--- config.mk ---
export PLATFORM = sky130hd
export DESIGN_NAME = uart_rx_cfg
export DESIGN_NICKNAME = d
export VERILOG_FILES = /design/src/rtl/uart_rx_cfg.sv
export SDC_FILE = /design/constraint.sdc
export NUM_CORES = 1
export LEC_CHECK = 0
export ABC_AREA = 1
export CAP_MARGIN = 20
export CORE_MARGIN = 4
export CORE_UTILIZATION = 50
export DETAILED_ROUTE_END_ITERATION = 10
export PLACE_DENSITY = 0.77
export SETUP_SLACK_MARGIN = 0.02
export SKIP_CTS_REPAIR_TIMING = 1
export SLEW_MARGIN = 20
export SYNTH_ARGS = -nofsm -noshare
export SYNTH_HDL_FRONTEND = slang
export SYNTH_SLANG_ARGS = --single-unit
--- constraint.sdc ---
create_clock -name clk -period 1.8 [get_ports clk]
set_input_delay 0.36 -clock clk [delete_from_list [all_inputs] [get_ports clk]]
set_output_delay 0.36 -clock clk [all_outputs]
set_load 0.02 [all_outputs]
--- src/rtl/uart_rx_cfg.sv ---
// Configurable UART receiver: majority-voted mid-bit sampling, parity/frame/break
// detection, and a single-word holding register with valid/ready and overrun flag.
module uart_rx_cfg #(
  parameter int CLK_FREQ    = 100_000_000,
  parameter int BAUD_RATE   = 115200,
  parameter int DATA_BITS   = 8,
  parameter int PARITY      = 0,
  parameter int STOP_BITS   = 1,
  parameter int SYNC_STAGES = 2
) (
  input  logic                 clk,
  input  logic                 rst_n,
  input  logic                 rx_serial,
  output logic [DATA_BITS-1:0] rx_data,
  output logic                 rx_perr,
  output logic                 rx_ferr,
  output logic                 rx_valid,
  input  logic                 rx_ready,
  output logic                 overrun_err,
  output logic                 break_det,
  output logic                 busy
);

  localparam int CLKS_PER_BIT = CLK_FREQ / BAUD_RATE;
  localparam int MID          = CLKS_PER_BIT / 2;
  localparam int CW           = $clog2(CLKS_PER_BIT);
  localparam int BW           = $clog2(DATA_BITS);

  generate
    if (CLKS_PER_BIT < 8 || DATA_BITS < 5 || DATA_BITS > 9 || PARITY < 0 || PARITY > 2 ||
        STOP_BITS < 1 || STOP_BITS > 2 || SYNC_STAGES < 2) begin : g_bad_cfg
      $error("uart_rx_cfg: illegal parameter set");
    end
  endgenerate

  typedef enum logic [2:0] {
    S_IDLE, S_START, S_DATA, S_PARITY, S_STOP, S_WAIT_HIGH
  } state_t;

  state_t                 state_r, state_n;
  logic [SYNC_STAGES-1:0] sync_r;
  logic [CW-1:0]          cnt_r;
  logic [BW-1:0]          bit_r;
  logic                   stop_r;
  logic [1:0]             samp_r;
  logic [DATA_BITS-1:0]   data_r;
  logic                   perr_r, ferr_r, pbit_r;
  logic                   rx_s, maj_s, frame_end_s, brk_s;
  logic                   mid_lo_s, mid_s, eval_s, last_s;

  // Returns 1 when the received parity bit disagrees with the configured sense.
  function automatic logic par_err(input logic [DATA_BITS-1:0] d, input logic p);
    logic x;
    x = (^d) ^ p;
    case (PARITY)
      1:       return ~x;
      2:       return x;
      default: return 1'b0;
    endcase
  endfunction

  assign rx_s     = sync_r[SYNC_STAGES-1];
  assign mid_lo_s = (cnt_r == CW'(MID - 1));
  assign mid_s    = (cnt_r == CW'(MID));
  assign eval_s   = (cnt_r == CW'(MID + 1));
  assign last_s   = (cnt_r == CW'(CLKS_PER_BIT - 1));
  assign maj_s    = (samp_r[0] & samp_r[1]) | (samp_r[0] & rx_s) | (samp_r[1] & rx_s);

  // Line synchroniser; resets to the idle-high level.
  always_ff @(posedge clk or negedge rst_n) begin
    if (!rst_n) sync_r <= '1;
    else        sync_r <= {sync_r[SYNC_STAGES-2:0], rx_serial};
  end

  // State register.
  always_ff @(posedge clk or negedge rst_n) begin
    if (!rst_n) state_r <= S_IDLE;
    else        state_r <= state_n;
  end

  // Next-state logic and frame-end / break strobes.
  always_comb begin
    state_n     = state_r;
    frame_end_s = 1'b0;
    brk_s       = 1'b0;
    case (state_r)
      S_IDLE: begin
        if (!rx_s) state_n = S_START;
        else       state_n = S_IDLE;
      end
      S_START: begin
        if (eval_s && maj_s) state_n = S_IDLE;
        else if (last_s)     state_n = S_DATA;
        else                 state_n = S_START;
      end
      S_DATA: begin
        if (last_s && bit_r == BW'(DATA_BITS - 1)) state_n = (PARITY != 0) ? S_PARITY : S_STOP;
        else                                       state_n = S_DATA;
      end
      S_PARITY: begin
        if (last_s) state_n = S_STOP;
        else        state_n = S_PARITY;
      end
      S_STOP: begin
        if (eval_s && stop_r == 1'(STOP_BITS - 1)) begin
          frame_end_s = 1'b1;
          brk_s       = (data_r == '0) && ((PARITY == 0) || !pbit_r) && !maj_s;
          state_n     = (brk_s || ferr_r || !maj_s) ? S_WAIT_HIGH : S_IDLE;
        end else begin
          state_n = S_STOP;
        end
      end
      S_WAIT_HIGH: begin
        if (rx_s) state_n = S_IDLE;
        else      state_n = S_WAIT_HIGH;
      end
      default: state_n = S_IDLE;
    endcase
  end

  // Bit timing, sampling and frame accumulation; the IDLE cycle that sees rx low is count 0.
  always_ff @(posedge clk or negedge rst_n) begin
    if (!rst_n) begin
      cnt_r  <= '0;
      bit_r  <= '0;
      stop_r <= 1'b0;
      samp_r <= 2'b11;
      data_r <= '0;
      perr_r <= 1'b0;
      ferr_r <= 1'b0;
      pbit_r <= 1'b0;
    end else begin
      if (mid_lo_s) samp_r[0] <= rx_s;
      if (mid_s)    samp_r[1] <= rx_s;
      case (state_r)
        S_IDLE: begin
          cnt_r  <= rx_s ? '0 : CW'(1);
          bit_r  <= '0;
          stop_r <= 1'b0;
          perr_r <= 1'b0;
          ferr_r <= 1'b0;
          pbit_r <= 1'b0;
        end
        S_START, S_DATA, S_PARITY, S_STOP: begin
          cnt_r <= last_s ? '0 : cnt_r + CW'(1);
          if (state_r == S_DATA && eval_s)   data_r[bit_r] <= maj_s;
          if (state_r == S_DATA && last_s)   bit_r <= bit_r + BW'(1);
          if (state_r == S_PARITY && eval_s) begin
            perr_r <= par_err(data_r, maj_s);
            pbit_r <= maj_s;
          end
          if (state_r == S_STOP && eval_s && !maj_s) ferr_r <= 1'b1;
          if (state_r == S_STOP && last_s)           stop_r <= 1'b1;
        end
        default: cnt_r <= '0;
      endcase
    end
  end

  // Holding register, handshake and status pulses.
  always_ff @(posedge clk or negedge rst_n) begin
    if (!rst_n) begin
      rx_data     <= '0;
      rx_perr     <= 1'b0;
      rx_ferr     <= 1'b0;
      rx_valid    <= 1'b0;
      overrun_err <= 1'b0;
      break_det   <= 1'b0;
      busy        <= 1'b0;
    end else begin
      busy        <= (state_n != S_IDLE);
      break_det   <= brk_s;
      overrun_err <= 1'b0;
      if (frame_end_s && !brk_s) begin
        if (!rx_valid || rx_ready) begin
          rx_data  <= data_r;
          rx_perr  <= perr_r;
          rx_ferr  <= ferr_r | !maj_s;
          rx_valid <= 1'b1;
        end else begin
          overrun_err <= 1'b1;
        end
      end else if (rx_valid && rx_ready) begin
        rx_valid <= 1'b0;
      end
    end
  end

endmodule
After elaboration in Yosys (flattened, before gate mapping)
Index checks and enable logic that the tools add are counted.
- mux-type cells: 32
- add/subtract/negate cells: 2
- bitwise gates (word level): 7
- order comparisons: 2
- reductions and logical operators: 32
- eq/ne operators: 15
- operators with widths (kind ; count):
    $eq A10 B9 Y1 const B ; 3
    $pmux W10 S2 ; 1
    $mux W3 ; 6
    $pmux W3 S6 ; 1
    $mux W1 ; 15
    $reduce_and A2 Y1 ; 7
    $logic_and A1 B1 Y1 ; 13
    $add A10 B1 Y10 const B ; 1
    $eq A10 B10 Y1 const B ; 1
    $mux W10 ; 1
    $eq A3 B3 Y1 const B ; 3
    $bwmux W8 ; 1
    $logic_not A8 Y1 ; 1
    $ne A2 B2 Y1 const B ; 4
    $eq A3 B2 Y1 const B ; 2
    $pmux W1 S2 ; 3
    $pmux W3 S2 ; 1
    $lt A3 B4 Y1 const B ; 1
    $mux W2 ; 2
    $reduce_bool A2 Y1 ; 2
    $reduce_or A4 Y1 ; 1
    $add A3 B1 Y3 const B ; 1
    $and A1 B1 Y1 ; 3
    $demux W1 S3 ; 1
    other kinds (9) ; 15
- register bits: 45

Longest topological paths before layout
Gate-level depths: netlist (run 1).
- depth after elaboration: 11
- depth in mapped cells: 10

Least setup slack after synthesis (run 1)
Ideal clock, no wire load.
- path type: reg2reg
- from: reg cnt_r[0]
- to: reg rx_data[1]
- cell stages (with the launch flop): 10
- path slack: 0.213 ns
- arrival: 1.470 ns
- buffers on the path: 1
- required time: 1.683 ns
- cells stage by stage: dfrtp_1 -> ha_1 -> nand2_4 -> nor2_8 -> nand4_4 -> nor2_4 -> nand2_4 -> buf_6 -> nand2_2 -> o21ai_2
- word-level cells in the longest chain between the ends: 7
- RTL lines (what ; line ; source):
    from (decl) ; 42 ; logic [CW-1:0] cnt_r;
    from (signal assigned) ; 137 ; cnt_r <= rx_s ? '0 : CW'(1);
    from (signal assigned) ; 145 ; cnt_r <= last_s ? '0 : cnt_r + CW'(1);
    $eq A10 B9 Y1 * ; 65 ; assign eval_s = (cnt_r == CW'(MID + 1));
    $logic_and A1 B1 Y1 * ; 105 ; if (eval_s && stop_r == 1'(STOP_BITS - 1)) begin
    $mux W1 ; 105 ;
    $mux W1 ; 86 ; case (state_r)
    $logic_not A1 Y1 ; 174 ; if (frame_end_s && !brk_s) begin
    $logic_and A1 B1 Y1 * ; 174 ;
    $reduce_and A2 Y1 (no line) * ; n/a ;
    to (signal assigned) ; 176 ; rx_data <= data_r;
    to (decl) ; 14 ; output logic [DATA_BITS-1:0] rx_data,
Mark *: on every way between the ends. The rest lies on a longest branch, timed or not.
A chain may end at the register's enable or synchronous reset.

Final worst setup path (run 1)
- from: reg rx_data[1]
- to: out rx_data[1]
No word-level cell between the ends.

==> results.md, run 1 <==
Yosys:
- The predominant post-synthesis flop cell is dfrtp_1.
- The mean instance size in the synthesized netlist is roughly 8.4 um^2.
- Synthesis inferred 43 register bits.
- In the post-synthesis netlist, the biggest area contributors are dfrtp_1 44%, nand2_1 9.8%, nand3_1 6.5%.
- Counting distinct cell types in the post-synthesis netlist gives 27.
- In the synthesized netlist the async set-or-reset flop fraction comes to 100.0%.
- Sorting the synthesized cells by how often they occur yields 58 x nand2_1, 39 x dfrtp_1, 35 x inv_1.
- The Yosys step of the flow raised 0 warnings.
- Counting every instance in the synthesized netlist gives approximately 270.
- The fraction of post-synthesis cell area in the top cell type by area is 43.99%.
- The synthesized design spends more area on one cell type than any other, namely dfrtp_1.
- The post-synthesis instance area is between 2000 and 2500 um^2.
- Summing the sequential cell areas from Yosys gives between 40% and 50% of the chip area.
- The synthesized netlist net count is 274.
- In this run, synthesis inferred 0 flip-flops with an integrated enable.
- The most repeated cell in the gate-level netlist after synthesis is nand2_1.

Pwr:
- Net switching is 23.29% of the power.
- The total power after layout is about 1.6 mW.
- The share of total power dissipated in combinational logic is approximately 2%.
- In this run, the clock network consumes 38.8% of the power.
- In this run the power spent charging and discharging nets is 0.3815 mW.
- The internal portion of the total power is roughly 1.3 mW.
- For this design the ratio of total power to cell area is between 600 and 700 nW/um^2.
- Sequential cells burn between 50% and 60% of the power.
- The static leakage is 1.232 nW.
- The maximum resistive drop on vdd is just under 400 uV.

Timing:
- Across all hold checks on the routed design, the worst slack comes to 0.3598 ns.
- Setup repair after global routing could not meet its margin everywhere.
- Setup violations remaining at the end of the flow were counted as 0.
- The number of hold violations in the final report was 0.
- The summed negative setup slack over all endpoints is 0 ns.
- The worst path in the final design needs a cycle of 1.644 ns, including I/O delays and setup.
- Of the available clock period, the critical path in the final layout requires between 90% and 100%.
- The total count of max-transition violations in the final report came to 0.
- For this run, the top clock speed supported by timing is 0.6082 GHz.
- The setup clock skew after layout is 0.005162 ns.

Critical path:
- The signal arrival time at the worst endpoint is 1.28 ns.
- Grouping stages by cell kind, the critical path spends the most delay in buffers and inverters.
- The worst reg2reg path startpoint is cnt_r[3].
- Tracing the worst setup path back leads to its startpoint at rx_data[1].
- STA classifies the critical path endpoint as an output pin.
- Counting cells, the worst reg-to-reg path comes to 8.
- STA classifies the critical path startpoint as a register.
- The most critical setup path has its endpoint at rx_data[1].
- The largest fanout on the critical path is 2.
- Traced cell by cell, the critical path runs through clkdlybuf4s50_1.
- The minimum setup slack among reg-to-reg paths is 0.19 ns.
- The depth of the critical timing path with buffers and inverters included is 1.
- The largest stage delay on the critical path is 0.61 ns.
- The critical path in this run is classified as reg2out.
- Together, buffers and inverters on the worst path number 1.
- The worst register-to-register path ends at data_r[0].
- The required arrival time at the worst endpoint is 1.44 ns.
- The worst-path cell with the longest stage delay is clkdlybuf4s50_1.

Routing:
- The top routing layer in use is met4.
- The count of vias placed by the detailed router is 1,764.
- The DRC violation count after routing is 0.
- The final antenna-violating net count is 0.
- The met1 layer wirelength in the final routing is 2098 um.
- The detailed router's first-iteration violation count is 114.
- The number of detailed-routing iterations run before antenna repair is 4.
- The sum of met2 wire segment lengths after detailed routing is 1705 um.
- The average detailed-routed wire length per instance is between 10 and 15 um.
- After detailed routing, the number of vias per cell comes to just over 5.
- The routed wire length is 4131 um.
- The detailed route wirelength on metal3 is 246 um.

Clocking:
- The tree built by TritonCTS fans out to 43 sinks.
- For the worst-skew pair, the clock arrives at the later sink with an insertion delay of about 0.30 ns.
- CTS placed an instance of clkbuf_8 at the clock tree root.
- The number of buffers between clock root and the deepest sink is 2.
- The clock-pin slew on the worst setup and hold paths is 0.09 ns.
- CTS built an H-tree with a depth of 2.
- TritonCTS created 5 clock buffers.
- TritonCTS built the clock tree.

Die:
- From bottom edge to top edge, the die measures 74.61 um.
- Measured along the x axis, the die boundary spans 74.61 um.
- The die covers 5567 um^2.
- The number of placement rows is 23.
- During I/O placement, the number of pins put on the boundary was 18.
- The initial utilization of the core area, before any placement, comes to 53.53%.
- The core outline area is 4144 um^2.

Final layout:
- The number of fillers in the final layout is roughly 350.
- The number of standard cells in the final layout excluding fillers is 345.
- The number of antenna diodes in the final layout is 0.
- The area growth from synthesis to final layout is 16.86%.
- The share of the core filled with cells in the final layout is between 60% and 70%.
- The post-route netlist has 15.93% of its cells at a drive strength greater than 1.
- At the end of the flow, the number of nets in the layout was 303.

Global route:
- Global routing used approximately 18% of the available tracks across all layers.
- The initial antenna violation count is 0.
- The via count of the first global-routing pass is approximately 1.7k.
- The largest net degree at the start of global routing is 20.
- The total congestion overflow after global routing is 0.
- The first global-routing pass estimated 7458 um of wire.

Placement:
- Detailed placement ended at an HPWL of approximately 3300 um.
- The number of placed instances, taps included, is 336.
- Routability-driven placement finished with a final weighted congestion of 0.9692.
- The count of input and output buffers is 16.

Job:
- Across the run, the number of max-cap violations was 0.

Status:
- The run finished with clean final reports.

Worst hold path:
- The path class of the tightest hold or removal check is reg2reg.
## layout by cell type, fill, tap and decap left out, drive strengths merged, types with 2 or more instances in the layout
master / count
nand2: 64
dfrtp: 39
dfstp: 4
buf: 8
a21oi: 6
inv: 38
nor2: 35
nor3: 9
o21ai: 22
clkbuf: 5
ha: 5
clkinvlp: 2
nand4: 7
clkdlybuf4s50: 15
nor4: 2
nand3: 29
## how the worst min path moves through the flow
stage                          from          to  slack (ns)  cells past startpoint
after floorplan               rst_n    bit_r[0]        0.06                      0
after global placement        rst_n    cnt_r[6]        0.31                      1
after detailed placement      rst_n    cnt_r[6]        0.32                      1
after CTS                     rst_n  rx_data[7]       -0.02                      1
after global routing      sync_r[0]   sync_r[1]        0.37                      0
final                     sync_r[0]   sync_r[1]        0.36                      0
## sequential cells by signal, indices dropped and copies added (netlist names)
signal,flops
sync_r,2
rx_ferr,1
cnt_r,10
data_r,8
break_det,1
busy,1
state_r,3
ferr_r,1
stop_r,1
samp_r,2
rx_data,8
bit_r,3
overrun_err,1
rx_valid,1
## metal layers
metal | track usage (%) | vias up
met2 | 26.05 | 39
met5 | 0 | -
li1 | - | 914
met3 | 4.539 | 10
met1 | 24.81 | 801
met4 | 6.522 | 0
## through the flow
stage / worst slack (ns) / cell area [um^2]
final: 0.1558 / 2592
after global routing: 0.01386 / 2592
after CTS: 0.07595 / 2562
after detailed placement: 0.08290 / 2470
after global placement: 0.1501 / 2470
after floorplan: 0.2132 / 2218
## cell type report
type	instances	area [um^2]	share of cell area, %
tap	50	62.56	2.413
timing repair buffer	24	217.7	8.398
clock buffer	5	68.82	2.654
sequential	43	1084	41.80
multi-input combinational	183	997.2	38.47
inverter	37	138.9	5.357
clock inverter	3	23.77	0.9170
## kinds of logic after synthesis
logic type	Yosys count	synth area share, %
buf+inv	39	7.107
simple gates	147	33.22
flops	43	48.73
other cells	1	0.1690
compound gates	30	7.953
fa+ha+maj	5	2.820
## power groups by stage
stage	Combinational [mW]	Sequential, mW	Clock, mW
6_report	0.0329	0.970	0.635
5_1_grt	0.0388	0.970	0.692
4_1_cts	0.0336	0.970	0.652
3_5_place_dp	0.0336	0.989	0
3_3_place_gp	0.0326	0.989	0
2_1_floorplan	0.00606	0.989	0
(Power assumes the default switching activity.)
==> run 2: changes to the inputs <==
--- a/config.mk
+++ b/config.mk
@@ -7,10 +7,11 @@
 export LEC_CHECK = 0
 export ABC_AREA = 1
 export CAP_MARGIN = 20
+export CORE_ASPECT_RATIO = 0.6
 export CORE_MARGIN = 4
 export CORE_UTILIZATION = 50
 export DETAILED_ROUTE_END_ITERATION = 10
-export PLACE_DENSITY = 0.77
+export PLACE_DENSITY = 0.8
 export SETUP_SLACK_MARGIN = 0.02
 export SKIP_CTS_REPAIR_TIMING = 1
 export SLEW_MARGIN = 20
==> constraint.sdc (replaced) <==
create_clock -name clk -period 1.45 [get_ports clk]
set_input_delay 0.29 -clock clk [delete_from_list [all_inputs] [get_ports clk]]
set_output_delay 0.29 -clock clk [all_outputs]
set_load 0.02 [all_outputs]
==> run 2 against run 1 <==
The run now ends with negative setup slack left; worst hold slack improved by 0.013 ns; non-clock buffer count increased by 47; sequential power rose by 24%; first-iteration DRC count increased by 150%; total power up 46%; global-route usage grew 3.9 points; largest cell class is now multi-input gates; highest routed layer unchanged.
==> results.md, run 2 (synthesis gave the netlist of run 1 again) <==
Critical path:
- Walking the worst path, the cells encountered are ha_4 -> nand2_8 -> inv_6 -> nand2_4 -> nor3b_4 -> buf_6 -> nand3_2 -> nand2_1 -> o21ai_1.
- The signal arrival time at the worst endpoint came to 1.85 ns (+0.57 ns).
- The worst reg2reg path depth is 9 (+1).
- In this run the critical register-to-register path is launched from cnt_r[1].
- The minimum setup slack among reg-to-reg paths is -0.20 ns (-0.39 ns).
- The kind of end point of the critical path is a register.
- On the critical path the largest part of the delay comes from simple AND/OR/NAND/NOR gates.
- The required arrival time at the worst endpoint is 1.65 ns (+0.21 ns).
- The largest stage delay on the critical path is 0.42 ns (-0.19 ns).
- The buffer and inverter count on the worst path is 2 (+1).
- The slowest stage of the critical path is the dfrtp_1 cell.
- The critical setup path kind is reg2reg.
- STA classifies the critical path startpoint as a register.
- The largest fanout on the critical path was 8 (+6).
- The endpoint identified for the worst register-to-register timing path is data_r[4].

Pwr:
- The maximum resistive drop on vdd is 817.4 uV (+110%).
- The clock network power share came to 47.3% (+8.5 points).
- The proportion of power drawn by flip-flops and latches is 50.5% (-8.7 points).
- The fraction of power spent switching nets is 19.95% (-3.3 points).
- The part of the power in combinational logic is 2.2% (+0.2 points).
- The internal cell power was 1.910 mW (+52%).
- The net switching component of the power was 0.4762 mW (+25%).
- The power density over the cells is 714.7 nW/um^2 (+13%).
- The static leakage is 1.801 nW (+46%).

Routing:
- The number of detailed-routing iterations run before antenna repair is 6 (+2).
- The count of vias placed by the detailed router is 2,311 (+31%).
- The number of vias per cell is 5.749 (+12%).
- The final antenna-violating net count is 0 (unchanged).
- The DRC violation count after routing was 0 (unchanged).
- The average detailed-routed wire length per instance was 17.96 um (+50%).
- The routed wire length is 7218 um (+75%).
- The detailed router's first-iteration violation count is 280 (+150%).

Timing:
- The setup clock skew after layout is 0.006596 ns (+0.001433 ns).
- After layout, the minimum clock period comes to approximately 1.7 ns.
- The total count of max-transition violations in the final report is 0 (unchanged).
- The worst path uses 114.0% of the clock period.
- The number of failing setup endpoints in the final timing report was 26 (+26).
- The worst-case hold slack is 0.3732 ns (+0.01340 ns).
- The final critical-path setup slack is -0.2032 ns (-0.3591 ns).
- The number of hold violations in the final report was 0 (unchanged).
- The highest clock frequency the design can meet is 0.6049 GHz.
- Setup repair after global routing could not meet its margin everywhere.

Final layout:
- The number of flip-flops under the largest register name is 10 (unchanged).
- The number of standard cells in the final layout excluding fillers is 402 (+17%).
- The final antenna diode count is 0 (unchanged).
- The cell area after layout is 3339 um^2 (+29%).
- The register with the most flip-flops is cnt_r.
- The share of the core filled with cells in the final layout came to 79.72% (+17 points).
- In the final layout, the registers with the most flip-flops are cnt_r: 10 flops, data_r: 8 flops, rx_data: 8 flops.
- The number of nets in the finished design is 350 (+16%).
- In the layout the commonest cells are 46 x nand2_1, 46 x buf_4, 38 x dfrtp_1.
- The share of post-route cells with drive strength above 1 came to 42.11% (+26 points).
- The area growth from synthesis to layout is 50.54%.

Worst hold path:
- The hold path depth is 1 (+1).
- The class of the most critical hold timing path is in2reg.
- For hold timing, the worst endpoint is sync_r[0].
- The worst hold path startpoint is rx_serial.

Clocking:
- The insertion delay of the later-clocked pin in the worst-skew pair came to 0.31 ns (about the same).
- The number of buffers between clock root and the deepest sink is 2 (unchanged).
- The clock net sink count is 43 (unchanged).
- The number of H-tree branching levels came to 2 (unchanged).
- The cell at the root of the clock tree is clkbuf_8.
- The clock-pin slew on the worst setup and hold paths is 0.08 ns (about the same).
- TritonCTS built the clock tree.
- The number of buffers added by the clock tree synthesis step was 5 (unchanged).

Die:
- The core outline area came to 4189 um^2 (+1.1%).
- The chip height is 59.60 um (-20%).
- The number of top-level design ports is 18 (unchanged).
- The die width is 93.99 um (+26%).
- The floorplan die area is 5601 um^2 (+0.62%).
- The number of placement rows is 18 (-22%).
- The effective utilization at floorplan is 52.96% (-0.58 points).

Global route:
- The wire length of the first global-routing pass is 9114 um (+22%).
- The total congestion overflow after global routing came to 0 (unchanged).
- The initial antenna violation count is 0 (unchanged).
- The via count of the first global-routing pass is 1,905 (+13%).
- The largest net degree at the start of global routing was 31 (+55%).
- The total routing resource utilization after global routing is 21.38% (+3.9 points).

Status:
- The run finished, with violations left.
- The final reports fail on negative setup slack.

Placement:
- The count of input and output buffers was 16 (unchanged).
- The routability-driven placement congestion ratio came to 0.8506 (-12%).
- The worst setup slack before clock tree synthesis is -0.1102 ns (-0.1931 ns).
- The placed cell count is 383 (+14%).
- The cell area after placement is 2801 um^2 (+13%).
- The post-detailed-placement half-perimeter wirelength is 4123 um (+26%).

Job:
- The total of max-cap violations was 0 (unchanged).
[run 2: changes by cell type in the layout (fill, tap and decap cells not counted), moves of 5 or more]
| cell | previous run | this run |
|---|---|---|
| nand2_1 | 58 | 46 |
| o21ai_0 | 7 | 2 |
| nand3_2 | 1 | 12 |
| inv_1 | 35 | 27 |
| nand3_1 | 28 | 12 |
| dlymetal6s2s_1 | 0 | 13 |
| buf_4 | 7 | 46 |
| buf_6 | 0 | 7 |
| inv_2 | 2 | 8 |
| nor2_1 | 28 | 21 |
| clkdlybuf4s50_1 | 15 | 2 |
| nand2_2 | 4 | 13 |
| nand3_4 | 0 | 5 |
[run 2: area by class of cell]
| cell class | instances | area, um^2 |
|---|---|---|
| Sequential cell | 43 | 1082 |
| Clock inverter | 2 | 60.06 |
| Inverter | 37 | 146.4 |
| Tap cell | 60 | 75.07 |
| Clock buffer | 6 | 72.57 |
| Fill cell | 237 | 849.6 |
| Timing Repair Buffer | 71 | 641.9 |
| Multi-Input combinational cell | 183 | 1261 |
[run 2: how the worst max path moves through the flow]
stage	cells after the start	slack [ns]	endpoint	start
2_1_floorplan	10	-0.04	rx_data[1]	samp_r[1]
3_3_place_gp	8	-0.06	data_r[3]	cnt_r[3]
3_5_place_dp	8	-0.11	data_r[3]	cnt_r[3]
4_1_cts	1	-0.14	rx_data[2]	rx_data[2]
5_1_grt	6	-0.27	cnt_r[8]	cnt_r[1]
6_report	9	-0.20	data_r[4]	cnt_r[1]
[run 2: per-stage QoR]
step                      TNS, ns  power, mW
final                      -3.635      2.387
after global routing       -5.518      2.453
after CTS                  -2.783      2.381
after detailed placement  -0.9833      1.278
after global placement    -0.4254      1.276
after floorplan           -0.2006      1.236
[run 2: per-layer routing]
layer | wire [um] | vias to the layer above | share of wire [%] | track usage, %
met5 | 0 | - | 0 | 0
met2 | 3304 | 164 | 46 | 31.48
met1 | 2940 | 1100 | 41 | 31.14
met4 | 231 | 0 | 3.2 | 6.996
li1 | - | 1014 | - | -
met3 | 742 | 33 | 10 | 5.203
[run 2: power groups by stage]
stage,sequential [mW],combinational [mW],clock [mW]
finish,1.20,0.0527,1.13
global route,1.21,0.0592,1.19
CTS,1.20,0.0497,1.13
detailed placement,1.23,0.0496,0
global placement,1.23,0.0487,0
floorplan,1.23,0.00870,0
